File: config.mk
export PLATFORM = sky130hd
export DESIGN_NAME = if_fetch_unit_flat
export DESIGN_NICKNAME = d
export VERILOG_FILES = /design/src/rtl/if_pkg.sv /design/src/rtl/if_fetch_unit_if.sv /design/src/rtl/if_fetch_fifo.sv /design/src/rtl/if_fetch_unit.sv /design/src/flat_wrapper.sv
export SDC_FILE = /design/constraint.sdc
export NUM_CORES = 1
export LEC_CHECK = 0
export CAP_MARGIN = 10
export CORE_MARGIN = 3
export CORE_UTILIZATION = 57
export CTS_CLUSTER_DIAMETER = 60
export DETAILED_ROUTE_END_ITERATION = 6
export DONT_BUFFER_PORTS = 1
export PLACE_DENSITY = 0.72
export SETUP_SLACK_MARGIN = 0.1
export SYNTH_ARGS = -nofsm -noshare
export SYNTH_HDL_FRONTEND = slang
export SYNTH_SLANG_ARGS = --single-unit
File: constraint.sdc
create_clock -name clk -period 5.5 [get_ports clk]
set_input_delay 1.1 -clock clk [delete_from_list [all_inputs] [get_ports clk]]
set_output_delay 1.1 -clock clk [all_outputs]
set_load 0.02 [all_outputs]
File: src/rtl/if_pkg.sv
// rtl/if_pkg.sv - shared defaults, fetch-queue entry type and width helpers for the fetch unit
package if_pkg;
    localparam int ADDR_W_DEFAULT  = 32;
    localparam int INSTR_W_DEFAULT = 32;
    localparam logic [ADDR_W_DEFAULT-1:0] RESET_PC_DEFAULT = '0;

    typedef struct packed {
        logic [ADDR_W_DEFAULT-1:0]  pc;
        logic [INSTR_W_DEFAULT-1:0] instr;
    } fq_entry_t;

    function automatic int pc_step(input int instr_w);
        return instr_w / 8;
    endfunction

    // Counts must represent 0..depth inclusive.
    function automatic int cnt_w(input int depth);
        return $clog2(depth + 1);
    endfunction
endpackage

File: src/rtl/if_fetch_unit_if.sv
// rtl/if_fetch_unit_if.sv - redirect, instruction-memory and decode-side signals of the fetch unit
interface if_fetch_unit_if
    import if_pkg::*;
#(
    parameter int ADDR_W  = ADDR_W_DEFAULT,
    parameter int INSTR_W = INSTR_W_DEFAULT
);
    logic               redirect_valid;
    logic [ADDR_W-1:0]  redirect_pc;
    logic               imem_req_valid;
    logic               imem_req_ready;
    logic [ADDR_W-1:0]  imem_req_addr;
    logic               imem_rsp_valid;
    logic [INSTR_W-1:0] imem_rsp_data;
    logic               out_valid;
    logic               out_ready;
    logic [INSTR_W-1:0] out_instr;
    logic [ADDR_W-1:0]  out_pc;
    logic [ADDR_W-1:0]  out_pc4;

    modport master (
        input  redirect_valid, redirect_pc, imem_req_ready, imem_rsp_valid, imem_rsp_data, out_ready,
        output imem_req_valid, imem_req_addr, out_valid, out_instr, out_pc, out_pc4
    );

    modport slave (
        output redirect_valid, redirect_pc, imem_req_ready, imem_rsp_valid, imem_rsp_data, out_ready,
        input  imem_req_valid, imem_req_addr, out_valid, out_instr, out_pc, out_pc4
    );
endinterface

File: src/rtl/if_fetch_fifo.sv
// rtl/if_fetch_fifo.sv - synchronous FIFO with flush, used for the fetch queue and in-flight PC tracking
module if_fetch_fifo
    import if_pkg::*;
#(
    parameter type entry_t = fq_entry_t,
    parameter int  DEPTH   = 2,
    parameter int  CNT_W   = cnt_w(DEPTH)
) (
    input  logic             clk,
    input  logic             rst,
    input  logic             flush,
    input  logic             push,
    input  entry_t           push_data,
    input  logic             pop,
    output entry_t           head,
    output logic [CNT_W-1:0] count,
    output logic             full,
    output logic             empty
);
    localparam int PTR_W = $clog2(DEPTH);

    entry_t           mem [DEPTH];
    logic [PTR_W:0]   wr_ptr;
    logic [PTR_W:0]   rd_ptr;
    logic             do_push;
    logic             do_pop;

    assign empty   = (wr_ptr == rd_ptr);
    assign full    = (wr_ptr[PTR_W] != rd_ptr[PTR_W]) &&
                     (wr_ptr[PTR_W-1:0] == rd_ptr[PTR_W-1:0]);
    assign count   = CNT_W'(wr_ptr - rd_ptr);
    assign head    = mem[rd_ptr[PTR_W-1:0]];
    assign do_pop  = pop && !empty;
    // A push into a full FIFO is accepted when the head leaves in the same cycle.
    assign do_push = push && (!full || do_pop);

    always_ff @(posedge clk or posedge rst) begin
        if (rst) begin
            wr_ptr <= '0;
            rd_ptr <= '0;
        end else if (flush) begin
            wr_ptr <= '0;
            rd_ptr <= '0;
        end else begin
            if (do_push) wr_ptr <= wr_ptr + (PTR_W + 1)'(1);
            if (do_pop)  rd_ptr <= rd_ptr + (PTR_W + 1)'(1);
        end
    end

    always_ff @(posedge clk) begin
        if (do_push && !flush) mem[wr_ptr[PTR_W-1:0]] <= push_data;
    end
endmodule

File: src/rtl/if_fetch_unit.sv
// rtl/if_fetch_unit.sv - instruction fetch: PC, in-order memory requests, fetch queue towards decode
// Optional IF_PERF_CNT_EN adds perf_fetched / perf_dropped counters.
module if_fetch_unit
    import if_pkg::*;
#(
    parameter int                ADDR_W   = ADDR_W_DEFAULT,
    parameter int                INSTR_W  = INSTR_W_DEFAULT,
    parameter logic [ADDR_W-1:0] RESET_PC = ADDR_W'(RESET_PC_DEFAULT),
    parameter int                FQ_DEPTH = 2
) (
    input  logic            clk,
    input  logic            rst,
    if_fetch_unit_if.master bus
`ifdef IF_PERF_CNT_EN
    ,
    output logic [31:0]     perf_fetched,
    output logic [31:0]     perf_dropped
`endif
);
    localparam int                CNT_W   = cnt_w(FQ_DEPTH);
    localparam logic [ADDR_W-1:0] PC_STEP = ADDR_W'(pc_step(INSTR_W));

    typedef logic [ADDR_W-1:0] addr_t;
    typedef struct packed {
        logic [ADDR_W-1:0]  pc;
        logic [INSTR_W-1:0] instr;
    } entry_t;

    addr_t            pc;
    logic [CNT_W-1:0] pending;
    logic [CNT_W-1:0] drop;
    logic [CNT_W-1:0] fq_count;
    logic [CNT_W-1:0] pcq_count;
    logic             fq_full, fq_empty, pcq_full, pcq_empty;
    entry_t           fq_head;
    entry_t           fq_push_data;
    addr_t            pcq_head;
    logic             pop_req, pop, req_fire, rsp_keep, rsp_drop, credit_ok;
    logic [CNT_W:0]   occupancy;
    logic [CNT_W:0]   limit;
    logic             unused_fifo_status;

    assign pop_req   = bus.out_valid && bus.out_ready;
    assign pop       = pop_req && !bus.redirect_valid;
    // Queue slots plus in-flight requests form the credit pool; a pop this cycle frees one slot.
    assign occupancy = {1'b0, fq_count} + {1'b0, pending};
    assign limit     = (CNT_W + 1)'(FQ_DEPTH) + {{CNT_W{1'b0}}, pop_req};
    assign credit_ok = occupancy < limit;

    assign bus.imem_req_valid = !rst && !bus.redirect_valid && credit_ok;
    assign bus.imem_req_addr  = pc;
    assign req_fire           = bus.imem_req_valid && bus.imem_req_ready;

    assign rsp_keep     = bus.imem_rsp_valid && (drop == '0) && !bus.redirect_valid;
    assign rsp_drop     = bus.imem_rsp_valid && !rsp_keep;
    assign fq_push_data = '{pc: pcq_head, instr: bus.imem_rsp_data};

    assign bus.out_valid = !fq_empty;
    assign bus.out_instr = fq_empty ? '0 : fq_head.instr;
    assign bus.out_pc    = fq_empty ? '0 : fq_head.pc;
    assign bus.out_pc4   = fq_empty ? '0 : fq_head.pc + PC_STEP;

    always_ff @(posedge clk or posedge rst) begin
        if (rst) begin
            pc      <= RESET_PC;
            pending <= '0;
            drop    <= '0;
        end else if (bus.redirect_valid) begin
            // Everything still outstanding after this cycle's response belongs to the old path.
            pc      <= bus.redirect_pc;
            pending <= pending - CNT_W'(bus.imem_rsp_valid);
            drop    <= pending - CNT_W'(bus.imem_rsp_valid);
        end else begin
            if (req_fire) pc <= pc + PC_STEP;
            pending <= pending + CNT_W'(req_fire) - CNT_W'(bus.imem_rsp_valid);
            if (rsp_drop) drop <= drop - CNT_W'(1);
        end
    end

    if_fetch_fifo #(
        .entry_t (addr_t),
        .DEPTH   (FQ_DEPTH)
    ) u_pc_fifo (
        .clk       (clk),
        .rst       (rst),
        .flush     (bus.redirect_valid),
        .push      (req_fire),
        .push_data (pc),
        .pop       (rsp_keep),
        .head      (pcq_head),
        .count     (pcq_count),
        .full      (pcq_full),
        .empty     (pcq_empty)
    );

    if_fetch_fifo #(
        .entry_t (entry_t),
        .DEPTH   (FQ_DEPTH)
    ) u_fetch_queue (
        .clk       (clk),
        .rst       (rst),
        .flush     (bus.redirect_valid),
        .push      (rsp_keep),
        .push_data (fq_push_data),
        .pop       (pop),
        .head      (fq_head),
        .count     (fq_count),
        .full      (fq_full),
        .empty     (fq_empty)
    );

    assign unused_fifo_status = &{1'b0, pcq_count, pcq_full, pcq_empty, fq_full};

`ifdef IF_PERF_CNT_EN
    always_ff @(posedge clk or posedge rst) begin
        if (rst) begin
            perf_fetched <= '0;
            perf_dropped <= '0;
        end else begin
            if (pop) perf_fetched <= perf_fetched + 32'd1;
            perf_dropped <= perf_dropped + 32'(rsp_drop) +
                            (bus.redirect_valid ? 32'(fq_count) : 32'd0);
        end
    end
`endif
endmodule

File: src/flat_wrapper.sv
// flat-port wrapper written by rule: the top's interface ports become plain ports
module if_fetch_unit_flat import if_pkg::*;
#(
    parameter int                ADDR_W   = ADDR_W_DEFAULT,
    parameter int                INSTR_W  = INSTR_W_DEFAULT,
    parameter logic [ADDR_W-1:0] RESET_PC = ADDR_W'(RESET_PC_DEFAULT),
    parameter int                FQ_DEPTH = 2
)
  (clk, rst, bus_redirect_valid, bus_redirect_pc, bus_imem_req_ready, bus_imem_rsp_valid, bus_imem_rsp_data, bus_out_ready, bus_imem_req_valid, bus_imem_req_addr, bus_out_valid, bus_out_instr, bus_out_pc, bus_out_pc4);
  if_fetch_unit_if #(.ADDR_W(ADDR_W), .INSTR_W(INSTR_W)) bus_i ();
  input  logic clk;
  input  logic rst;
  input wire logic [$bits(bus_i.redirect_valid)-1:0] bus_redirect_valid;
  input wire logic [$bits(bus_i.redirect_pc)-1:0] bus_redirect_pc;
  input wire logic [$bits(bus_i.imem_req_ready)-1:0] bus_imem_req_ready;
  input wire logic [$bits(bus_i.imem_rsp_valid)-1:0] bus_imem_rsp_valid;
  input wire logic [$bits(bus_i.imem_rsp_data)-1:0] bus_imem_rsp_data;
  input wire logic [$bits(bus_i.out_ready)-1:0] bus_out_ready;
  output wire logic [$bits(bus_i.imem_req_valid)-1:0] bus_imem_req_valid;
  output wire logic [$bits(bus_i.imem_req_addr)-1:0] bus_imem_req_addr;
  output wire logic [$bits(bus_i.out_valid)-1:0] bus_out_valid;
  output wire logic [$bits(bus_i.out_instr)-1:0] bus_out_instr;
  output wire logic [$bits(bus_i.out_pc)-1:0] bus_out_pc;
  output wire logic [$bits(bus_i.out_pc4)-1:0] bus_out_pc4;
  assign bus_i.redirect_valid = bus_redirect_valid;
  assign bus_i.redirect_pc = bus_redirect_pc;
  assign bus_i.imem_req_ready = bus_imem_req_ready;
  assign bus_i.imem_rsp_valid = bus_imem_rsp_valid;
  assign bus_i.imem_rsp_data = bus_imem_rsp_data;
  assign bus_i.out_ready = bus_out_ready;
  assign bus_imem_req_valid = bus_i.imem_req_valid;
  assign bus_imem_req_addr = bus_i.imem_req_addr;
  assign bus_out_valid = bus_i.out_valid;
  assign bus_out_instr = bus_i.out_instr;
  assign bus_out_pc = bus_i.out_pc;
  assign bus_out_pc4 = bus_i.out_pc4;
  if_fetch_unit #(.ADDR_W(ADDR_W), .INSTR_W(INSTR_W), .RESET_PC(RESET_PC), .FQ_DEPTH(FQ_DEPTH)) u_core (.clk(clk), .rst(rst), .bus(bus_i));
endmodule
### Word level (Yosys, flattened, before mapping)

Memory sizes are Yosys's and may differ from the RTL's.
Cells that the tools add are included.

| cells by class | value |
|---|---|
| $add $sub $neg | 13 |
| $lt $le $gt $ge | 1 |
| equality and inequality tests | 6 |
| mux-type cells | 20 |
| reduce and logical (&&, ||, !) cells | 32 |

Operators with widths:

| operator | count |
|---|---|
| $mux 32 | 5 |
| $add 32x3->32 const B | 2 |
| $mux 2 | 11 |
| $logic_and 1x1->1 | 16 |
| $reduce_bool 2->1 | 6 |
| $add 2x1->2 const B | 4 |
| $logic_not 1->1 | 7 |
| $eq 2x2->1 | 2 |
| $mux 1 | 4 |
| $sub 2x1->2 | 2 |
| $add 2x1->3 const A | 1 |
| $add 2x2->3 | 1 |
| $lt 3x3->1 | 1 |
| $add 2x1->2 | 1 |
| $eq 1x1->1 | 2 |
| $logic_not 2->1 | 1 |
| $logic_or 1x1->1 | 2 |
| $ne 1x1->1 | 2 |
| $sub 2x1->2 const B | 1 |
| $sub 2x2->2 | 1 |

| word-level totals | value |
|---|---|
| flip-flop bits (word level) | 44 |
| RAM bits | 192 |
| word-level logic and storage cells | 81 |
| memories | 2 |

Memory list:

| name | depth | bits a word | rd ports | clocked after memory_dff | wr ports | RTL line | text |
|---|---|---|---|---|---|---|---|
| u_core.u_fetch_queue.mem | 2 | 64 | 1 | 0 | 1 | if_fetch_fifo.sv:22 | `entry_t mem [DEPTH];` |
| u_core.u_pc_fifo.mem | 2 | 32 | 1 | 0 | 1 | if_fetch_fifo.sv:22 |  |

### Logic depth before layout (Yosys ltp)

Gate-level depths: netlist of run 1.

| depth | value |
|---|---|
| depth after elaboration | 11 |
| depth in mapped cells | 14 |

### By module

A second synthesis of run 1 with hierarchy kept.

| second synthesis, totals | value |
|---|---|
| cell total of the unflattened synthesis | 803 |
| area, all modules | 10,755.3 µm² |

By module, submodules not included:

| module | times used | cells an instance | area each (µm²) | sequential area each (µm²) |
|---|---|---|---|---|
| if_fetch_fifo (u_core.u_fetch_queue) | 1 | 236 | 4,904.7 | 3,943.8 |
| if_fetch_unit | 1 | 430 | 3,244.4 | 900.9 |
| if_fetch_fifo (u_core.u_pc_fifo) | 1 | 137 | 2,606.2 | 2,021.9 |

### Worst setup path after synthesis of run 1

OpenSTA, ideal clock, no wires.

| path | value |
|---|---|
| path type | reg-to-reg |
| start | register u_core.u_fetch_queue.rd_ptr[0] |
| end | memory u_core.u_pc_fifo.mem[0][0] (netlist name), enable pin |
| setup time | 461 ps |
| arrival time | 4,644 ps |
| required time | 5,039 ps |
| slack | 395 ps |
| cell stages (with the launch flop) | 11 |
| path buffers | 1 |
| period minus slack after synthesis | 5,105 ps |
| cell sequence | dfrtp_1 -> ha_1 -> inv_1 -> ha_1 -> inv_1 -> fa_1 -> or3b_4 -> a2111oi_4 -> nor2_1 -> clkbuf_1 -> nor3_1 |

| between the ends | value |
|---|---|
| longest elaborated chain between the ends | 11 |
| elaborated cells between the ends (all ways) | 13 |
| those cells by class | add/sub: 3; order compare: 1; eq/ne: 1; mux: 2; reduce/logical: 6 |

Ends and longest elaborated chain:

| item | RTL line | text |
|---|---|---|
| from (decl) | if_fetch_fifo.sv:24 | `logic [PTR_W:0] rd_ptr;` |
| from (signal assigned) | if_fetch_fifo.sv:46 | `if (do_pop) rd_ptr <= rd_ptr + (PTR_W + 1)'(1);` |
| $eq 2x2->1 | if_fetch_fifo.sv:28 | `assign empty = (wr_ptr == rd_ptr);` |
| $logic_not 1->1 | if_fetch_unit.sv:58 | `assign bus.out_valid = !fq_empty;` |
| $logic_and 1x1->1 | if_fetch_unit.sv:43 | `assign pop_req = bus.out_valid && bus.out_ready;` |
| $add 2x1->3 | if_fetch_unit.sv:47 | `assign limit = (CNT_W + 1)'(FQ_DEPTH) + {{CNT_W{1'b0}}, pop_req};` |
| $lt 3x3->1 (*) | if_fetch_unit.sv:48 | `assign credit_ok = occupancy < limit;` |
| $logic_and 1x1->1 (*) | if_fetch_unit.sv:50 | `assign bus.imem_req_valid = !rst && !bus.redirect_valid && credit_ok;` |
| $logic_and 1x1->1 (*) | if_fetch_unit.sv:52 | `assign req_fire = bus.imem_req_valid && bus.imem_req_ready;` |
| $logic_and 1x1->1 (*) | if_fetch_fifo.sv:35 | `assign do_push = push && (!full \|\| do_pop);` |
| $logic_and 1x1->1 (*) | if_fetch_fifo.sv:51 | `if (do_push && !flush) mem[wr_ptr[PTR_W-1:0]] <= push_data;` |
| $mux 1 (*) | if_fetch_fifo.sv:51 |  |
| $mux 1 (not written as such) (*) | if_fetch_fifo.sv:51 |  |
| to (decl) | if_fetch_fifo.sv:22 |  |

Mark *: on every way between the ends. The rest lies on a longest branch, timed or not.

### Worst setup path after layout of run 1

| path | value |
|---|---|
| start | register u_core.u_fetch_queue.rd_ptr[0] |
| end | output port bus_out_pc4[26] |

| between the ends | value |
|---|---|
| longest elaborated chain between the ends | 3 |
| elaborated cells between the ends (all ways) | 4 |
| those cells by class | add/sub: 1; eq/ne: 1; mux: 1; memory: 1 |

Ends and longest elaborated chain:

| item | RTL line | text |
|---|---|---|
| $mem_v2 2x64 | n/a |  |
| $add 32x3->32 | if_fetch_unit.sv:61 | `assign bus.out_pc4 = fq_empty ? '0 : fq_head.pc + PC_STEP;` |
| $mux 32 (*) | if_fetch_unit.sv:61 |  |
| to (decl) | flat_wrapper.sv:24 | `output wire logic [$bits(bus_i.out_pc4)-1:0] bus_out_pc4;` |

Marks and branches as above.

==> summary.md, run 1 <==
For this run, design rule violations remaining after detail routing come to 0. The H-tree depth was 1; the required time of the critical path was 4400 ps. At the end of routability-driven placement, the weighted congestion stood at 0.887. The run gives 34.9 mm as the global-route wire length before repair. Setup repair after global routing left no endpoint under its margin. The highest fanout seen on the critical path was 45; the cell area after technology mapping was 10700 µm². The worst setup path is captured at an output pin. The top-level port count was 200; the average wire per standard cell was 21.2 µm. Ratio of cells with drive above 1 in the final layout: 0.128. For this block, the initial DRC count from the detailed router was 382.

The clock net in this run drives a total of 236 sinks. The flow ran to the end, and the final reports show no timing, DRC or antenna violations. At the worst endpoint, the arrival time is 3510 ps. The met2 usage in global routing is 0.348, and the global routing met3 resource utilization is 0.0666.

The floorplan step defined a core boundary enclosing 18200 µm². The sequential share of power was 0.373; the post-detailed-route count of antenna-violating nets was 0. The most critical setup path has its startpoint at u_core.u_fetch_queue.rd_ptr[0].

Max-cap violations in this run came to 0. The logs give 1024 for the total placed cells including tap cells and 0 for the total of endpoints with negative setup slack in the final report. The number of nets handed over by synthesis was 897. The synthesized design contains 192 enable-type register cells.

The combinational family with the most area after synthesis is simple AND/OR/NAND/NOR gates. The number of antenna violations at the first check in global routing is 0. For the worst-skew pair, the clock arrives at the later sink with an insertion delay of 520 ps.

The largest net degree at the start of global routing came out at 52. STA classifies the critical path startpoint as a flop. The number of storage elements in the synthesis netlist works out to 236. The critical path is of the reg2out type. Transition time at the pin with the least slew margin: 933 ps. The post-synthesis cell type count is 59, and the final hold violation count is 0. The final layout contains 900 nets. The tools report the proportion of power drawn by combinational gates as 0.383. The met1 track utilization from global routing was 0.291; the share of synthesized cell area in and, or, nand and nor gates was 0.116. The internal power of the cells totals 3.86 mW. Total iterations of the first detailed-routing run: 5.

The mux share of post-synthesis cell area came out at 0.103. Detailed routing inserted a total of 6548 vias. The placed instances occupy a cell area of 10900 µm². The width of the die works out to 143 µm. The peak supply drop came out at 0.226 mV.

Hold repair after CTS inserted 0 buffers. The final cell count without fillers was 1070; the smallest setup slack after layout was 895 ps. The tools report the worst slack at placement as 1440 ps.

The max-slew violation count was 0. In the synthesized netlist the dominant register cell turns out to be sky130_fd_sc_hd__edfxtp_1. From bottom edge to top edge, the die measures 143 µm.

The tools report the highest attainable clock frequency as 217 MHz. The largest area contributor in the netlist is sky130_fd_sc_hd__edfxtp_1. Summed over all nets, the half-perimeter wirelength after detailed placement is 16.1 mm.

The clock passes through at most 3 buffers. The post-synthesis xor/xnor area fraction is 0.0246. TritonCTS built the clock tree. The switching fraction of total power was 0.412; the die outline area was 20400 µm². The run gives 22.6 mm as the detailed-route wire length.

The initial cell density of the core is 0.588. Buffers placed on the I/O ports in this run total 0. The net load switching power came out at 2.71 mW. The final critical-path share of the clock period is 0.837, and the total congestion overflow after global routing is 0. In this run the mean area of a mapped cell was 13.1 µm². Total routing usage reported by global routing: 0.215. The worst hold path begins at u_core.u_fetch_queue.wr_ptr[1]. The part of the Yosys area used for sequential elements is 0.642, and the clock skew after layout is 14.6 ps.

TritonCTS created 25 clock buffers. The number of global-route vias before repair was 6468. With fillers left out, the area of the finished cells amounts to 11700 µm². Subtracting the final worst setup slack from the clock period gives 4610 ps. In the post-synthesis netlist, the biggest area contributors are sky130_fd_sc_hd__edfxtp_1 54%, sky130_fd_sc_hd__dfrtp_1 10%, sky130_fd_sc_hd__mux2i_1 5.7%. In this run the power density over the cells is 560 nW/µm². After global routing, the most crowded layer is met2.

The Yosys step of the flow raised 0 warnings. Area fraction of the dominant cell type after synthesis: 0.539. Clock-pin slew was measured on the worst setup and hold paths at 60 ps. The synthesized-area fraction occupied by ao, oa, aoi and oai cells is 0.0780, and the buffer count from post-CTS setup fixing is 0. Share of synthesized flip-flops with an asynchronous set or reset: 0.186. For the clock group share of total power, the log shows 0.244. Class of the tightest hold or removal check: reg2reg. For the leakage power of the design, the log shows 3.97 nW. After synthesis, the most frequently instantiated cells are 192 x sky130_fd_sc_hd__edfxtp_1, 103 x sky130_fd_sc_hd__nor2_1, 61 x sky130_fd_sc_hd__mux2i_1. The synthesis-to-layout area growth came out at 9.67%. Counting every instance in the synthesized netlist gives 819. The tools report the accumulated negative setup slack as 0 ps. The max-slew headroom at the worst pin is 0.374, and the utilization after layout is 0.644. The tools report the worst flop-to-flop path startpoint as u_core.u_fetch_queue.rd_ptr[0].

The design draws 6.57 mW. The antenna diode instance count was 0; the adder-cell share of the synthesized area was 0.0101. In the routed layout, each cell is associated on average with a via count of 6.12. The dominant cell by count in the synthesized netlist was sky130_fd_sc_hd__edfxtp_1. The number of core rows was 49; the number of gates given a new drive strength after cts was 0. The final-layout worst hold slack came out at 519 ps. Buffer cell driving the clock tree root: sky130_fd_sc_hd__clkbuf_16.
[layer usage]
layer  vias up  routed length [µm]
met5         -                   0
met4         0                 398
met3        35                2290
met2       271               10500
met1      3168                9470
li1       3074                   -
[final cells by class]
cell class	instances	area (µm²)
clock buffer	34	679
clock inverter	12	121
fill	1343	6480
inverter	24	90.1
multi-input combinational	519	3560
sequential	236	6870
tap	229	287
timing repair buffer	16	120
[flip-flops by register name, summed over array words and instances, names as in the netlist]
name,cells
u_core.bus.imem_req_addr,32
u_core.drop,2
u_core.pending,2
u_core.u_fetch_queue.mem,128
u_core.u_fetch_queue.rd_ptr,2
u_core.u_fetch_queue.wr_ptr,2
u_core.u_pc_fifo.mem,64
u_core.u_pc_fifo.rd_ptr,2
u_core.u_pc_fifo.wr_ptr,2
[cell usage in the layout (no fill, tap or decap), types with 4 or more instances in the layout]
| master | instances |
|---|---|
| sky130_fd_sc_hd__edfxtp_1 | 192 |
| sky130_fd_sc_hd__nor2_1 | 103 |
| sky130_fd_sc_hd__mux2i_1 | 61 |
| sky130_fd_sc_hd__nand2_1 | 46 |
| sky130_fd_sc_hd__mux2_2 | 44 |
| sky130_fd_sc_hd__dfrtp_1 | 43 |
| sky130_fd_sc_hd__o21ai_0 | 28 |
| sky130_fd_sc_hd__nand3_1 | 26 |
| sky130_fd_sc_hd__clkbuf_16 | 25 |
| sky130_fd_sc_hd__inv_1 | 22 |
| sky130_fd_sc_hd__nor3_1 | 18 |
| sky130_fd_sc_hd__a21oi_1 | 18 |
| sky130_fd_sc_hd__nand4_1 | 17 |
| sky130_fd_sc_hd__xnor2_1 | 16 |
| sky130_fd_sc_hd__buf_4 | 16 |
| sky130_fd_sc_hd__xor2_1 | 14 |
| sky130_fd_sc_hd__and2_1 | 11 |
| sky130_fd_sc_hd__a221o_1 | 9 |
| sky130_fd_sc_hd__o211ai_1 | 7 |
| sky130_fd_sc_hd__nand3b_1 | 7 |
| sky130_fd_sc_hd__o31ai_1 | 7 |
| sky130_fd_sc_hd__ha_1 | 7 |
| sky130_fd_sc_hd__clkbuf_1 | 7 |
| sky130_fd_sc_hd__a31oi_1 | 6 |
| sky130_fd_sc_hd__nor4_1 | 6 |
| sky130_fd_sc_hd__a21o_1 | 6 |
| sky130_fd_sc_hd__clkinv_1 | 6 |
| sky130_fd_sc_hd__nand4b_1 | 5 |
| sky130_fd_sc_hd__o311ai_0 | 4 |
| sky130_fd_sc_hd__a22oi_1 | 4 |
[worst paths after layout]
kind,to,slack (ps),cells after the start
setup / recovery,bus_out_pc4[26],890,6
hold / removal,u_core.u_fetch_queue.wr_ptr[1],520,1
setup reg to reg,u_core.u_pc_fifo.mem[0][23],1820,12
hold reg to reg,u_core.u_fetch_queue.wr_ptr[1],520,1
max in group asynchronous,u_core.u_fetch_queue.rd_ptr[0],4440,2
min in group asynchronous,u_core.bus.imem_req_addr[0],610,2
[worst max-delay path: stages, from the launching register on]
cell	delay [ps]
sky130_fd_sc_hd__dfrtp_4	560
sky130_fd_sc_hd__buf_4	510
sky130_fd_sc_hd__nand4_1	280
sky130_fd_sc_hd__a211oi_2	510
sky130_fd_sc_hd__nand2_1	320
sky130_fd_sc_hd__nor4_1	370
sky130_fd_sc_hd__mux2_2	440
[logic make-up (layout without fill, tap and decap cells)]
group / after synthesis / count (layout)
AOI/OAI and AO/OA: 114 / 114
DFF: 236 / 236
buffers and inverters: 64 / 86
xor gates and xnor gates: 30 / 30
muxes: 105 / 105
and+or+nand+nor: 262 / 262
adders and majority gates: 8 / 8
[power by group through the flow]
| stage | Clock, mW | Combinational [mW] | Sequential (mW) |
|---|---|---|---|
| floorplan | 0 | 2.10 | 2.41 |
| global placement | 0 | 2.47 | 2.47 |
| detailed placement | 0 | 2.52 | 2.48 |
| CTS | 1.64 | 2.53 | 2.45 |
| global route | 1.71 | 2.70 | 2.47 |
| finish | 1.60 | 2.52 | 2.45 |
No activity file was read; power rests on OpenSTA's default activity.
==> run 2, diff against run 1 <==
--- a/config.mk
+++ b/config.mk
@@ -7,11 +7,11 @@
 export LEC_CHECK = 0
 export CAP_MARGIN = 10
 export CORE_MARGIN = 3
-export CORE_UTILIZATION = 57
+export CORE_UTILIZATION = 64
 export CTS_CLUSTER_DIAMETER = 60
 export DETAILED_ROUTE_END_ITERATION = 6
 export DONT_BUFFER_PORTS = 1
-export PLACE_DENSITY = 0.72
+export PLACE_DENSITY = 0.77
 export SETUP_SLACK_MARGIN = 0.1
 export SYNTH_ARGS = -nofsm -noshare
 export SYNTH_HDL_FRONTEND = slang
==> constraint.sdc (replaced) <==
create_clock -name clk -period 4.5 [get_ports clk]
set_input_delay 0.9 -clock clk [delete_from_list [all_inputs] [get_ports clk]]
set_output_delay 0.9 -clock clk [all_outputs]
set_load 0.02 [all_outputs]
==> run 2 against run 1 <==
  * Setup slack worse by 630 ps
  * Routed wire length is 0.79% higher
  * Highest routed layer unchanged
  * Cell count fell by 0.65%
  * Clock power increased by 22%
  * Core utilization up 8.7 points
  * Critical endpoint unchanged
  * Power is 24% higher
  * Non-clock buffer count rose by 9
  * Sequential power grew 23%
  * Sequential cell count unchanged
  * Clock skew down 2.5 ps
  * Final area grew 0.43%
  * Clock-buffer cell count is 2 lower
==> summary.md, run 2 (synthesis gave the netlist of run 1 again) <==
The run finished with clean final reports. The run gives 8.90 mm (-6.0%) as the wire length the detailed router placed on met1. The tools report the CTS buffer count as 24 (-4.0%). The highest fanout seen on the critical path was 26 (-42%); the antenna diode instance count was 0 (unchanged). The run gives 510 ps (about the same) as the clock insertion delay at the later pin of the skew report. The average wire per standard cell was 21.5 µm (+1.5%). The total area of sequential cells was 6870 µm² (unchanged); the port buffer count was 0 (unchanged). For the buffer count from post-CTS setup fixing, the log shows 0 (unchanged). The count of vias placed by the detailed router was 6716 (+2.6%). The peak supply drop was 0.427 mV (+89%). The area of the placeable core was 16100 µm² (-11%); the post-detailed-route count of antenna-violating nets was 0 (unchanged). The clock skew after layout is 12.1 ps (-2.53 ps), and the accumulated negative setup slack is 0 ps (unchanged). The count of hold buffers inserted by post-cts repair is 0 (unchanged). Met3 wirelength from detailed routing: 2.34 mm (+2.1%). The tools report the required time of the critical path as 3600 ps (-800 ps). The placed wire-length estimate after detailed placement was 16.1 mm (-0.11%); the transition time at the pin with the least slew margin was 840 ps (-93.5 ps).

The number of DRC violations after detailed routing is 0 (unchanged). The critical path arrival was 3340 ps (-170 ps). For the total routing usage reported by global routing, the log shows 0.245 (+0.0291).

The logs give 5 (unchanged) for the total iterations of the first detailed-routing run and 46 (-6.1%) for the number of core rows. The library cell used most frequently in the layout, excluding fill and tap cells, is sky130_fd_sc_hd__edfxtp_1. The run gives 52 (unchanged) as the largest net degree at the start of global routing. The via density per instance was 6.32 (+3.2%); the number of flip-flops under the largest register name was 128 (unchanged). TritonCTS built the clock tree. The tools report the buffer cell driving the clock tree root as sky130_fd_sc_hd__clkbuf_16. The class of the tightest hold or removal check is in2async. The minimum period implied by the final worst setup slack works out to 4240 ps. Total congestion overflow after global routing: 0 (unchanged). For the routability-driven placement congestion ratio, the log shows 0.858 (-3.2%). The number of global-route vias before repair is 6454 (-0.22%), and the die outline area is 18300 µm² (-10%).

The utilization after layout is 0.731 (+0.0868). Total of endpoints with negative setup slack in the final report: 0 (unchanged). The ratio of cells with drive above 1 in the final layout was 0.138 (+0.00972). The clock-pin slew on the worst setup and hold paths came out at 60 ps (about the same).

The run gives 0.436 (+0.0618) as the max-slew headroom at the worst pin. H-tree depth: 1 (unchanged). For the net total in the final layout, the log shows 908 (+0.89%).

The logs give 533 (+40%) for the first-iteration detailed-routing DRC count and 3570 µm² (+0.18%) for the area of the multi-input gates. The highest metal layer with signal wires is met4. The number of antenna violations at the first check in global routing came out at 0 (unchanged). The power density normalized to cell area was 689 nW/µm² (+23%); the final hold violation count was 0 (unchanged). By startpoint and endpoint, the worst setup path is classified as reg2out.

Vertical extent of the die: 135 µm (-5.4%). The largest buffer count on any clock path is 3 (unchanged), and the max-cap check violation count is 0 (unchanged). The final critical-path share of the clock period came out at 0.942. The met2 wire length is 10.9 mm (+4.0%). The run gives 35.1 mm (+0.33%) as the global-route wire length before repair. Derived from the worst setup path, the maximum achievable clock frequency is 236 MHz. The tools report the initial cell density of the core as 0.664 (+0.0763). The worst setup path is launched from a flop. Relative to the synthesized area, the layout overhead comes to 10.1%. The tools report the sort of element at the end of the critical path as an output pin. The run gives 8.12 mW (+24%) as the total power. The leakage power of the design was 4.01 nW (+1.1%). The total number of clock tree sinks was 236 (unchanged). Setup repair after global routing left no endpoint under its margin.

The width of the die was 135 µm (-5.4%). The detailed-route wire length was 22.8 mm (+0.79%); the max-slew violation count was 0 (unchanged). Leaving out fill and tap cells, the most frequent cells in the layout are 192 x sky130_fd_sc_hd__edfxtp_1, 103 x sky130_fd_sc_hd__nor2_1, 61 x sky130_fd_sc_hd__mux2i_1, 46 x sky130_fd_sc_hd__nand2_1, 44 x sky130_fd_sc_hd__mux2_2.

The logs give 0 (unchanged) for the number of gates given a new drive strength after cts and 1055 (-21%) for the count of filler cells inserted in the layout. The top-level port count was 200 (unchanged).
run 2: changes by cell type in the layout (fill, tap and decap cells not counted):
cell	delta
sky130_fd_sc_hd__clkinv_1	-3
sky130_fd_sc_hd__bufinv_16	+1
sky130_fd_sc_hd__nor3_4	+1
sky130_fd_sc_hd__clkinv_4	+2
sky130_fd_sc_hd__clkinv_8	-1
sky130_fd_sc_hd__buf_6	+1
sky130_fd_sc_hd__nor3_2	-1
sky130_fd_sc_hd__clkinv_2	+1
sky130_fd_sc_hd__clkbuf_8	-2
sky130_fd_sc_hd__buf_4	+8
sky130_fd_sc_hd__inv_6	-1
run 2: routing by layer:
layer | vias up | GRT usage
met4 | 0 | 0.0761
met5 | - | 0
li1 | 3095 | -
met1 | 3244 | 0.321
met2 | 329 | 0.400
met3 | 48 | 0.0710
run 2: critical path: stages, from the launching register on:
cell and delay (ps):
sky130_fd_sc_hd__dfrtp_4 620, sky130_fd_sc_hd__mux2_2 300, sky130_fd_sc_hd__ha_1 180, sky130_fd_sc_hd__inv_1 70
sky130_fd_sc_hd__a211oi_2 460, sky130_fd_sc_hd__nand2_1 360, sky130_fd_sc_hd__nor4_1 390, sky130_fd_sc_hd__mux2_2 440
run 2: metrics by stage:
step | hold slack, ps | worst slack, ps | cells | instance area (µm²)
floorplan | 460 | 389 | 819 | 10700
global placement | 470 | 893 | 1020 | 11000
detailed placement | 490 | 805 | 1020 | 11000
CTS | 434 | 259 | 1063 | 11800
global route | 443 | 137 | 1063 | 11800
finish | 429 | 263 | 1063 | 11800
run 2: power breakdown:
group	switching (mW)	internal, mW	total [mW]	leakage (nW)
clock network	0.767	1.19	1.96	0.382
logic	2.27	0.891	3.16	1.35
registers	0.290	2.72	3.01	2.28
total	3.32	4.80	8.12	4.01
run 2: area by class of cell:
cell class,count,area share
Inverter,24,0.00765
Tap cell,216,0.0229
Sequential cell,236,0.583
Clock inverter,11,0.0117
Clock buffer,32,0.0553
Multi-Input combinational cell,519,0.303
Timing Repair Buffer,25,0.0162
run 2: path summary, 6_finish.rpt:
path,start,depth (start not counted),endpoint,slack (ps)
setup / recovery,u_core.u_fetch_queue.rd_ptr[0],7,bus_out_pc4[26],260
hold / removal,rst,2,u_core.bus.imem_req_addr[2],430
setup reg to reg,u_core.u_fetch_queue.rd_ptr[0],12,u_core.bus.imem_req_addr[21],790
hold reg to reg,u_core.u_fetch_queue.wr_ptr[1],1,u_core.u_fetch_queue.wr_ptr[1],500
max in group asynchronous,rst,2,u_core.u_fetch_queue.rd_ptr[0],3620
min in group clk,bus_redirect_valid,1,u_core.u_fetch_queue.rd_ptr[0],460
==> run 3, diff against run 2 <==
--- a/config.mk
+++ b/config.mk
@@ -16,3 +16,4 @@
 export SYNTH_ARGS = -nofsm -noshare
 export SYNTH_HDL_FRONTEND = slang
 export SYNTH_SLANG_ARGS = --single-unit
+export TNS_END_PERCENT = 20
==> results of run 3 <==
The final DEF is identical to that of run 2; final timing and power are the same.
